## src/rtl/csr_bus_arb.sv

```systemverilog
// -----------------------------------------------------------------------------
// csr_bus_arb
//
// Two-master arbiter/sequencer in front of the single CSR slave.
// Master 0 is the CPU data port, master 1 the debug/DMA bridge.  Accesses are
// serialized one at a time with round-robin fairness: IDLE -> BUS -> ACK.
// A watchdog forces completion (with ERR_RDATA) of any access the slave does
// not acknowledge within TMO_CYC cycles in BUS.
//
// Handshake: a master raises mN_vld with stable we/addr/wdat and holds it
// until it sees its one-cycle mN_rdy pulse; mN_rdat is valid with that pulse
// and holds until the same master's next completion.  Master inputs are only
// sampled in IDLE.  The slave sees s_vld high for the whole BUS phase with
// s_we/s_addr/s_wdat constant, and completes with a one-cycle s_rdy, which is
// only honoured while s_vld is high.
//
// Optional build macro: CSR_ARB_STATS_EN -- enables the saturating 16-bit
// grant/timeout counters on stat_g0/stat_g1/stat_tmo.  Without it those
// outputs are constant zero.
//
// Ports:
//   clk, rst          clock, synchronous active-high reset
//   m0_* / m1_*       master request (vld, we, addr, wdat) and response
//                     (rdat, rdy)
//   s_*               slave request (vld, we, addr, wdat) and response
//                     (rdat, rdy)
//   tmo_pulse         one-cycle pulse on a watchdog completion
//   stat_g0/g1/tmo    grant and timeout counters (optional feature)
//   dbg_state         current FSM state (0=IDLE, 1=BUS, 2=ACK)
// -----------------------------------------------------------------------------
module csr_bus_arb #(
   parameter int          AW        = 12,
   parameter int          TMO_CYC   = 64,
   parameter logic [31:0] ERR_RDATA = 32'hDEAD_BEEF
) (
   input  logic          clk,
   input  logic          rst,
   input  logic          m0_vld,
   input  logic [3:0]    m0_we,
   input  logic [AW-1:0] m0_addr,
   input  logic [31:0]   m0_wdat,
   output logic [31:0]   m0_rdat,
   output logic          m0_rdy,
   input  logic          m1_vld,
   input  logic [3:0]    m1_we,
   input  logic [AW-1:0] m1_addr,
   input  logic [31:0]   m1_wdat,
   output logic [31:0]   m1_rdat,
   output logic          m1_rdy,
   output logic          s_vld,
   output logic [3:0]    s_we,
   output logic [AW-1:0] s_addr,
   output logic [31:0]   s_wdat,
   input  logic [31:0]   s_rdat,
   input  logic          s_rdy,
   output logic          tmo_pulse,
   output logic [15:0]   stat_g0,
   output logic [15:0]   stat_g1,
   output logic [15:0]   stat_tmo,
   output logic [1:0]    dbg_state
);

   typedef enum logic [1:0] {
      ST_IDLE = 2'd0,
      ST_BUS  = 2'd1,
      ST_ACK  = 2'd2
   } state_t;

   localparam logic [15:0] WD_LAST = 16'(TMO_CYC - 1);

   state_t      state;
   state_t      state_nxt;
   logic        last_grant;  // master served by the most recent completion
   logic        winner;      // master owning the current access
   logic        pick;        // arbitration result, meaningful when any vld
   logic        any_req;
   logic        expire;
   logic [15:0] wdog;

   assign any_req = m0_vld | m1_vld;
   assign expire  = (wdog == WD_LAST);

   // Round robin: with both requesting, the master not served last wins.
   always_comb begin
      pick = 1'b0;
      if (m0_vld && m1_vld) begin
         pick = ~last_grant;
      end else if (m1_vld) begin
         pick = 1'b1;
      end
   end

   // ---------------- state register ----------------
   always_ff @(posedge clk) begin
      if (rst) begin
         state <= ST_IDLE;
      end else begin
         state <= state_nxt;
      end
   end

   // ---------------- next-state logic ----------------
   always_comb begin
      state_nxt = state;
      case (state)
         ST_IDLE: if (any_req) state_nxt = ST_BUS;
         ST_BUS:  if (s_rdy || expire) state_nxt = ST_ACK;
         ST_ACK:  state_nxt = ST_IDLE;
         default: state_nxt = ST_IDLE;
      endcase
   end

   // ---------------- output logic ----------------
   always_comb begin
      s_vld     = (state == ST_BUS);
      m0_rdy    = (state == ST_ACK) && !winner;
      m1_rdy    = (state == ST_ACK) &&  winner;
      dbg_state = state;
   end

   // ---------------- datapath ----------------
   always_ff @(posedge clk) begin
      if (rst) begin
         last_grant <= 1'b1;
         winner     <= 1'b0;
         s_we       <= '0;
         s_addr     <= '0;
         s_wdat     <= '0;
         m0_rdat    <= '0;
         m1_rdat    <= '0;
         wdog       <= '0;
         tmo_pulse  <= 1'b0;
      end else begin
         tmo_pulse <= 1'b0;
         case (state)
            ST_IDLE: begin
               if (any_req) begin
                  winner <= pick;
                  s_we   <= pick ? m1_we   : m0_we;
                  s_addr <= pick ? m1_addr : m0_addr;
                  s_wdat <= pick ? m1_wdat : m0_wdat;
                  wdog   <= '0;
               end
            end
            ST_BUS: begin
               // A slave ack on the expiry cycle takes precedence.
               if (s_rdy) begin
                  if (winner) m1_rdat <= s_rdat;
                  else        m0_rdat <= s_rdat;
               end else if (expire) begin
                  if (winner) m1_rdat <= ERR_RDATA;
                  else        m0_rdat <= ERR_RDATA;
                  tmo_pulse <= 1'b1;
               end else begin
                  wdog <= wdog + 16'd1;
               end
            end
            ST_ACK: begin
               last_grant <= winner;
            end
            default: ;
         endcase
      end
   end

`ifdef CSR_ARB_STATS_EN
   logic grant_evt;
   assign grant_evt = (state == ST_IDLE) && any_req;

   // Saturating counters, cleared only by reset.
   always_ff @(posedge clk) begin
      if (rst) begin
         stat_g0  <= '0;
         stat_g1  <= '0;
         stat_tmo <= '0;
      end else begin
         if (grant_evt && !pick && (stat_g0 != 16'hFFFF))
            stat_g0 <= stat_g0 + 16'd1;
         if (grant_evt && pick && (stat_g1 != 16'hFFFF))
            stat_g1 <= stat_g1 + 16'd1;
         if (tmo_pulse && (stat_tmo != 16'hFFFF))
            stat_tmo <= stat_tmo + 16'd1;
      end
   end
`else
   assign stat_g0  = '0;
   assign stat_g1  = '0;
   assign stat_tmo = '0;
`endif

endmodule
```

## config.mk

```make
export PLATFORM = sky130hd
export DESIGN_NAME = csr_bus_arb
export DESIGN_NICKNAME = d
export VERILOG_FILES = /design/src/rtl/csr_bus_arb.sv
export SDC_FILE = /design/constraint.sdc
export NUM_CORES = 1
export LEC_CHECK = 0
export CAP_MARGIN = 20
export CORE_MARGIN = 1.5
export CORE_UTILIZATION = 36
export DETAILED_ROUTE_END_ITERATION = 16
export PLACE_DENSITY_LB_ADDON = 0.15
export REMOVE_ABC_BUFFERS = 1
export SYNTH_ARGS = -nofsm -noshare
export SYNTH_HDL_FRONTEND = slang
export SYNTH_SLANG_ARGS = --single-unit
```

## constraint.sdc

```tcl
create_clock -name clk -period 1.7 [get_ports clk]
set_input_delay 0.34 -clock clk [delete_from_list [all_inputs] [get_ports clk]]
set_output_delay 0.34 -clock clk [all_outputs]
set_load 0.005 [all_outputs]
```

==> results of run 1 <==
[worst register-to-register path, delay by kind of cell, from the launching register on]
kind | cells | cell delay (ns)
AO/OA/AOI/OAI | 1 | 0.34
buffers and inverters | 2 | 0.33
flip-flops | 1 | 0.33
AND/OR/NAND/NOR | 4 | 0.81
[report_power, final]
| group | internal, mW | switching [mW] | leakage (nW) |
|---|---|---|---|
| combinational | 1.03 | 0.767 | 2.73 |
| clock | 2.52 | 1.38 | 0.301 |
| sequential | 3.33 | 0.136 | 1.10 |
| total | 6.88 | 2.28 | 4.13 |
[stage by stage]
stage	cells	power, mW
global placement	1152	5.10
floorplan	621	4.07
finish	1202	9.16
global route	1202	9.55
CTS	1187	9.10
detailed placement	1152	5.14
[worst paths after layout]
check / end / depth (start not counted) / slack, ns / from
worst max-delay path: m0_rdat[27] / 7 / -0.18 / wdog[15]
worst min-delay path: wdog[10] / 2 / 0.21 / rst
worst max register to register: m0_rdat[27] / 7 / -0.18 / wdog[15]
worst min register to register: s_we[2] / 2 / 0.49 / s_we[2]
[cell type report]
type                            count  area [µm²]  area share [%]
Clock buffer                       19         453            4.36
Timing Repair Buffer              334        3420            32.9
Clock inverter                     12         179            1.72
Tap cell                          216         270            2.60
Inverter                            3        13.8           0.133
Sequential cell                   133        2690            25.9
Multi-Input combinational cell    485        3360            32.3
[flip-flops by register name, summed over array words and instances, names as in the netlist]
register and flops:
m0_rdat 32, s_addr 12, wdog 16, last_grant 1
dbg_state 2, tmo_pulse 1, s_we 4, m1_rdat 32
s_wdat 32, winner 1
[layer usage]
metal / GRT usage (%) / up-vias / share of wire [%]
met3: 6.68 / 23 / 7.3
met4: 8.02 / 0 / 1.7
li1: - / 2851 / -
met1: 24.2 / 2789 / 39
met2: 37.2 / 238 / 52
met5: 0 / - / 0
[cell families (layout without fill, tap and decap cells)]
group	Yosys count	in the layout	share of synthesized area, %
compound gates	107	107	13.1
mux	49	49	8.38
fa+ha+maj	1	1	0.213
flops	133	133	45.4
other cells	1	48	0.0639
buf+inv	95	368	9.64
xor+xnor	1	1	0.149
simple gates	279	279	23.0
[timing repair]
| action | CTS | global route |
|---|---|---|
| cloned | 0 | 6 |
| setup buffers | 4 | 10 |
| gates resized for setup | 41 | 140 |
| setup endpoints to repair | 82 | 117 |
| pin swaps | 14 | 61 |
[cells in the final DEF, fill, tap and decap left out, types with 3 or more instances in the layout]
| cell | Yosys | final |
|---|---|---|
| o41ai_2 | 0 | 3 |
| buf_4 | 48 | 58 |
| dfxtp_1 | 133 | 115 |
| clkdlybuf4s50_1 | 0 | 241 |
| dlymetal6s2s_1 | 0 | 5 |
| clkinvlp_4 | 0 | 3 |
| nand3_1 | 17 | 16 |
| nor3_2 | 20 | 41 |
| a31oi_1 | 7 | 6 |
| clkbuf_16 | 0 | 21 |
| dfxtp_2 | 0 | 17 |
| clkinv_4 | 0 | 3 |
| bufinv_16 | 0 | 4 |
| nand2_1 | 9 | 7 |
| nor3_1 | 31 | 10 |
| buf_6 | 3 | 8 |
| buf_12 | 0 | 13 |
| o21ai_2 | 0 | 5 |
| mux2i_1 | 48 | 48 |
| nor2_2 | 0 | 20 |
| or3_1 | 4 | 4 |
| and3_1 | 3 | 3 |
| a21oi_2 | 0 | 4 |
| nor2_4 | 0 | 27 |
| a211oi_1 | 51 | 49 |
| conb_1 | 1 | 48 |
| a22oi_1 | 17 | 17 |
| nor2_1 | 179 | 132 |
| a21oi_1 | 10 | 5 |
==> impl_metrics.ini, run 1 <==
[timing]
setup-violations-final = 67
fin_setup_tns_ns = -5.51
skew_ns = 0.00852
post-route-min-period_ns = 1.88
holdWs_ns = 0.210
slew_viol_final = 0
period_share_pct = 110
max_freq_mhz = 533
rsz0062_at_grt = yes
hold_viol = 0
maxSlewHeadroom_pct = 53.5
fin_ws_ns = -0.176
worstMarginPinSlew_ns = 0.696

[synthesis]
synth_area_leaders = dfxtp_1 (45%), nor2_1 (11%), mux2i_1 (8.2%), a211oi_1 (6.5%), buf_4 (6.1%)
ys_ff_latch = 133
postSynthCellCount = 666
async_flop_share_pct = 0
synth_top_area_share_pct = 45.4
synth_commonest_cells = nor2_1 (179), dfxtp_1 (133), a211oi_1 (51)
yosysMostFrequentCell = nor2_1
synth_area_per_cell_um2 = 8.81
ys_types = 46
synth.largest_area_cell = dfxtp_1
yosys_warnings = 0
synth_edf_count = 0
synth_ff_type = dfxtp_1
synth.yosys.seq_area_share_pct = 45.4
netlist_area_um2 = 5870

[critical_path]
cp_max_fo = 6
critical-path-max-stage-delay_ns = 0.39
start_kind = flop
path_delay_family = simple AND/OR/NAND/NOR gates
arrival_ns = 2.22
path_class = flop to flop
crit_chain = nor4_4 > nand4_4 > a211oi_4 > buf_6 > clkbuf_16 > nor2_1 > nor3_2
cpMaxStageDelayCell = nor4_4
crit_path_end_kind = flop
critPathRequiredTime_ns = 2.05
critPathBufInv = 2

[global_routing]
grt_max_degree = 77
antenna_found_initial = 0
gr-usage-all-layers_pct = 21.2
grt_pass1_vias = 5464
grt_first_pass_wirelength_mm = 27.8
globalRoute.totalOverflow = 0

[final_layout]
fill_cells = 1290
diodes = 0
design_area_um2 = 10400
drive_above_1_share_pct = 26.2
postLayoutCoreUtil_pct = 65.3
syn_to_final_growth_pct = 76.9
design.final.nets = 1108

[detailed_routing]
ant_nets = 0
via_count = 5901
drt_iter0_drc = 217
first_pass_iters = 4
drc = 0
viasPerCell = 4.91
wl_mm = 19.8
drt-wirelength-per-cell_um = 16.4

[placed_design]
hpwl_mm = 13.7
gp_congestion = 0.839
io_buffers = 250
dpl-instance-area_um2 = 8870
pre_cts_slack_ns = -0.381

[die]
die_area_um2 = 17100
io_pins = 299
die_h_um = 131
start_util_pct = 36.9
core.rowCount = 46
fp.dieW_um = 131
coreArea_um2 = 15900

[clocking]
clk_pin_slew_ns = 0.06
cts_max_level = 4
cts_tree = done
cts_made_buffers = 17
hold_buffers = 0
clock-sinks = 133
cts-root-buf = clkbuf_16
insertion_delay_ns = 0.42
clock_path_buffers = 2

[worst_hold_path]
hold_path_class = input pin to flop

[power]
powerDensity_nw_per_um2 = 883
leakagePower_nw = 4.13
ir_drop_mv = 0.736

[status]
failed_checks = setup timing
status = finished, violations left

[job]
cap_violations = 0
(Power assumes the default switching activity.)
==> inputs of run 2 (changes only) <==
- CORE_ASPECT_RATIO: unset -> 1.4
==> run 2 against run 1 <==
  * The flow still finishes with violations (setup timing)
  * Critical path depth increased by 2
  * Critical path type unchanged
  * Combinational power increased by 2%
  * Register-to-register slack improved by 0.02 ns
  * Worst setup slack improved by 0.022 ns
==> impl_metrics.ini, run 2 (same netlist as run 1, synthesis figures left out) <==
[timing]
maxSlewHeadroom_pct = 64.5
setup-violations-final = 56
period_share_pct = 109
rsz0062_at_grt = yes
max_freq_mhz = 539
hold_viol = 0
post-route-min-period_ns = 1.85
worstMarginPinSlew_ns = 0.532
slew_viol_final = 0
fin_ws_ns = -0.154
skew_ns = 0.00872

[critical_path]
critPathRequiredTime_ns = 2.03
start_kind = flop
r2r-start = wdog[0]
critical-path-max-stage-delay_ns = 0.36
crit_top_cell = buf_12
ff2ff_path_depth = 9
crit_chain = ha_4 > and4bb_2 > nand4_4 > buf_6 > a21boi_4 > buf_12 > buf_12 > nor2_4 > nor3_2
cp_max_fo = 6
crit_start = wdog[0]
path_class = flop to flop
cpMaxStageDelayCell = dfxtp_2
arrival_ns = 2.18
crit_path_end_kind = flop

[die]
start_util_pct = 36.6
core.rowCount = 55
die_h_um = 154
die_area_um2 = 17100
fp.dieW_um = 111
io_pins = 299
coreArea_um2 = 16000

[global_routing]
grt_first_pass_wirelength_mm = 30.4
gr-usage-all-layers_pct = 22.5
globalRoute.totalOverflow = 0
grt_pass1_vias = 5892
antenna_found_initial = 0
grt_max_degree = 41

[job]
cap_violations = 0

[clocking]
hold_buffers = 0
clock-sinks = 133
cts_tree = done
cts-root-buf = clkbuf_16
insertion_delay_ns = 0.41
cts_made_buffers = 17
clock_path_buffers = 2
clk_pin_slew_ns = 0.06
cts_max_level = 4

[placed_design]
pre_cts_slack_ns = -0.288
hpwl_mm = 14.0
placedCellCount = 1147
io_buffers = 250
gp_congestion = 0.833

[detailed_routing]
top_layer = met4
viasPerCell = 4.98
first_pass_iters = 4
route.met3.wl_mm = 1.59
ant_nets = 0
dr_wl_met2_mm = 10.8
drt_iter0_drc = 276
drc = 0
met1_length_mm = 7.51
drt-wirelength-per-cell_um = 16.9
wl_mm = 20.2
via_count = 5956

[final_layout]
fill_cells = 1296
drive_above_1_share_pct = 28.9
syn_to_final_growth_pct = 79.5
final_common_cell = clkdlybuf4s50_1
diodes = 0
layout.cells.non_filler = 1195
final_cell_mix = clkdlybuf4s50_1 (233), nor2_1 (127), dfxtp_1 (117), buf_4 (64)
design.final.nets = 1117
reg_top3 = m0_rdat: 32 flops, m1_rdat: 32 flops, s_wdat: 32 flops

[power]
powerDensity_nw_per_um2 = 855
leakagePower_nw = 4.29
ir_drop_mv = 0.539

[status]
status = finished, violations left
failed_checks = setup timing

[worst_hold_path]
hold_path_class = input pin to flop
min_path_cells = 2
worstHoldStart = rst
run 2: cell type report:
cell class	instances	area, µm²	area share [%]
multi-input combinational	485	3470	32.9
clock inverter	14	168	1.59
tap	199	249	2.36
inverter	3	16.3	0.154
sequential	133	2680	25.5
timing repair buffer	343	3520	33.4
clock buffer	18	429	4.07
run 2: metal layers:
layer,track usage (%),vias to the layer above
met5,0,-
met4,8.18,0
met3,7.17,24
met2,41.1,241
met1,24.2,2815
li1,-,2876
run 2: worst max-delay path: cells and delay by family, from the launching register on:
kind                       cells  cell delay (ns)
AOI/OAI and AO/OA              1             0.22
adders and majority gates      1             0.14
buffers and inverters          3             0.43
DFF                            1             0.36
and+or+nand+nor                4             0.61
run 2: worst paths after layout:
path	endpoint	slack, ns
setup / recovery	m1_rdat[19]	-0.15
setup reg to reg	m1_rdat[19]	-0.15
hold / removal	winner	0.30
hold reg to reg	m1_rdat[25]	0.49
run 2: repair_timing:
| item | CTS | global route |
|---|---|---|
| gates cloned | 5 | 1 |
| pin swaps | 60 | 44 |
| gates resized for setup | 119 | 101 |
| buffers inserted | 13 | 3 |
| endpoints found under the setup margin | 71 | 98 |
run 2: through the flow:
| step | TNS (ns) | utilization [%] | hold WS, ns | power (mW) | instance area, µm² |
|---|---|---|---|---|---|
| floorplan | -158.96 | - | 0.409 | 4.07 | 5490 |
| global route | -6.26 | 65.7 | 0.316 | 9.40 | 10500 |
| CTS | -2.46 | 63.8 | 0.282 | 9.01 | 10200 |
| detailed placement | -22.28 | 56.0 | 0.489 | 5.18 | 8990 |
| global placement | -18.15 | 56.0 | 0.481 | 5.15 | 8990 |
| finish | -3.11 | 65.7 | 0.303 | 9.01 | 10500 |
run 2: where the power goes:
part           switching, mW  internal [mW]  total, mW
Clock                   1.50           2.21       3.70
Sequential             0.135           3.33       3.46
Combinational          0.774           1.07       1.84
Total                   2.40           6.60       9.01
==> inputs of run 3 (changes only) <==
- CORE_AREA: unset -> 2 2 116 118
- CORE_ASPECT_RATIO: 1.4 -> unset
- CORE_MARGIN: 1.5 -> unset
- CORE_UTILIZATION: 36 -> unset
- DIE_AREA: unset -> 0 0 118 120
- DONT_BUFFER_PORTS: unset -> 1
==> run 3 against run 2 <==
  * The run still ends with setup timing left
  * Count of clock-buffer cells in the layout is 2 higher
  * Register-to-register slack barely moved
  * Maximum frequency rose by 0.20%
  * Highest routed layer unchanged
  * Cell count shrank 26%
  * Sequential cell count unchanged
  * Clock skew shrank 0.0033 ns
==> impl_metrics.ini, run 3 (same netlist as run 1, synthesis figures left out) <==
[status]
status = finished, violations left
failed_checks = setup timing

[clocking]
insertion_delay_ns = 0.41
cts_made_buffers = 17
clock-sinks = 133
cts_tree = done
clock_path_buffers = 2
cts-root-buf = clkbuf_16
clk_pin_slew_ns = 0.06
cts_max_level = 4

[final_layout]
syn_to_final_growth_pct = 22.6
ff_latch_area_um2 = 2670
fill_cells = 1195
diodes = 0
multiInputGateArea_um2 = 3000
layout.cells.non_filler = 890
final_common_cell = nor2_1
postLayoutCoreUtil_pct = 55.4
final_cell_mix = nor2_1 (178), dfxtp_1 (128), a211oi_1 (50), mux2i_1 (48), conb_1 (48)
drive_above_1_share_pct = 20.9
reg_top3 = m0_rdat: 32 flops, m1_rdat: 32 flops, s_wdat: 32 flops
design_area_um2 = 7200
design.final.nets = 836

[global_routing]
globalRoute.totalOverflow = 0
antenna_found_initial = 0
grt_max_degree = 106
grt_first_pass_wirelength_mm = 23.3
grt_pass1_vias = 4560
gr-usage-all-layers_pct = 20.8

[placed_design]
gp_congestion = 0.838
hpwl_mm = 10.8
io_buffers = 0
placedCellCount = 845
pre_cts_slack_ns = -0.200
dpl-instance-area_um2 = 6190

[timing]
worstMarginPinSlew_ns = 1.04
fin_setup_tns_ns = -6.18
holdWs_ns = 0.0240
rsz0062_at_grt = yes
skew_ns = 0.00544
maxSlewHeadroom_pct = 30.4
slew_viol_final = 0
post-route-min-period_ns = 1.85
max_freq_mhz = 540
fin_ws_ns = -0.150
setup-violations-final = 69
hold_viol = 0
period_share_pct = 109

[power]
ir_drop_mv = 0.632
cellInternalPower_mw = 6.43
p_total_mw = 8.44
combPwrFrac_pct = 10.1
p_sw_mw = 2.02
p_clk_share_pct = 48.3
powerDensity_nw_per_um2 = 1170
swShare_pct = 23.9
leakagePower_nw = 2.77
sequentialPowerShare_pct = 41.6

[detailed_routing]
first_pass_iters = 4
drc = 0
ant_nets = 0
drt_iter0_drc = 304
viasPerCell = 5.42
wl_mm = 15.7
via_count = 4822
drt-wirelength-per-cell_um = 17.6

[worst_hold_path]
worstHoldStart = rst
hold_path_class = input pin to flop

[die]
core.rowCount = 42
die_area_um2 = 14200
fp.dieW_um = 118
coreArea_um2 = 13000
io_pins = 299
start_util_pct = 45.2
die_h_um = 120

[critical_path]
arrival_ns = 2.14
crit_path_end_kind = flop
critPathRequiredTime_ns = 1.99
start_kind = flop
reg2reg_slack_ns = -0.15
path_class = flop to flop
cp_max_fo = 6
r2r-start = wdog[12]
crit_start = wdog[12]

[job]
cap_violations = 0
[run 3: changes by cell type in the layout (fill, tap and decap cells not counted), sizes merged]
cell,previous run,this run
bufinv,2,5
dlygate4sd3,0,4
clkbuf,20,22
inv,8,4
buf,93,56
dlygate4sd2,3,0
clkinvlp,2,0
dlymetal6s2s,12,0
clkdlybuf4s50,233,0
[run 3: final timing paths]
path,endpoint,depth (start not counted)
worst min register to register,m1_rdat[3],2
worst max register to register,wdog[15],7
worst max-delay path,wdog[15],7
worst min-delay path,wdog[2],1
[run 3: final cells by class]
| class | instances | area share [%] |
|---|---|---|
| Multi-Input combinational cell | 485 | 41.7 |
| Sequential cell | 133 | 37.1 |
| Timing Repair Buffer | 62 | 8.82 |
| Clock buffer | 20 | 6.49 |
| Tap cell | 176 | 3.06 |
| Clock inverter | 11 | 2.71 |
| Inverter | 3 | 0.156 |
[run 3: what timing repair did]
action / 4_1_cts / 5_1_grt
setup buffers: 3 / 5
pin swaps: 6 / 27
setup endpoints to repair: 80 / 76
endpoints found under the hold margin: 29 / 7
cloned: 0 / 2
hold buffers: 2 / 2
resized for setup: 20 / 23
[run 3: power groups by stage]
| stage | registers [mW] | logic (mW) | clock network (mW) |
|---|---|---|---|
| after floorplan | 3.51 | 0.559 | 0 |
| after global placement | 3.58 | 0.748 | 0 |
| after detailed placement | 3.58 | 0.771 | 0 |
| after CTS | 3.51 | 0.808 | 4.15 |
| after global routing | 3.53 | 0.950 | 4.31 |
| final | 3.51 | 0.853 | 4.08 |
[run 3: layer usage]
metal	routed length [µm]	vias to the layer above	GRT usage (%)
li1	-	2311	-
met1	6060	2242	23.6
met2	8000	248	35.7
met3	1340	21	7.84
met4	303	0	7.76
met5	0	-	0
[run 3: worst max-delay path, stage by stage (launching register included)]
cell and delay, ns:
dfxtp_2 0.34, nor4_4 0.42, nand4_4 0.24, buf_4 0.21
a211oi_1 0.19, buf_4 0.16, o21ai_0 0.09, o41ai_1 0.07
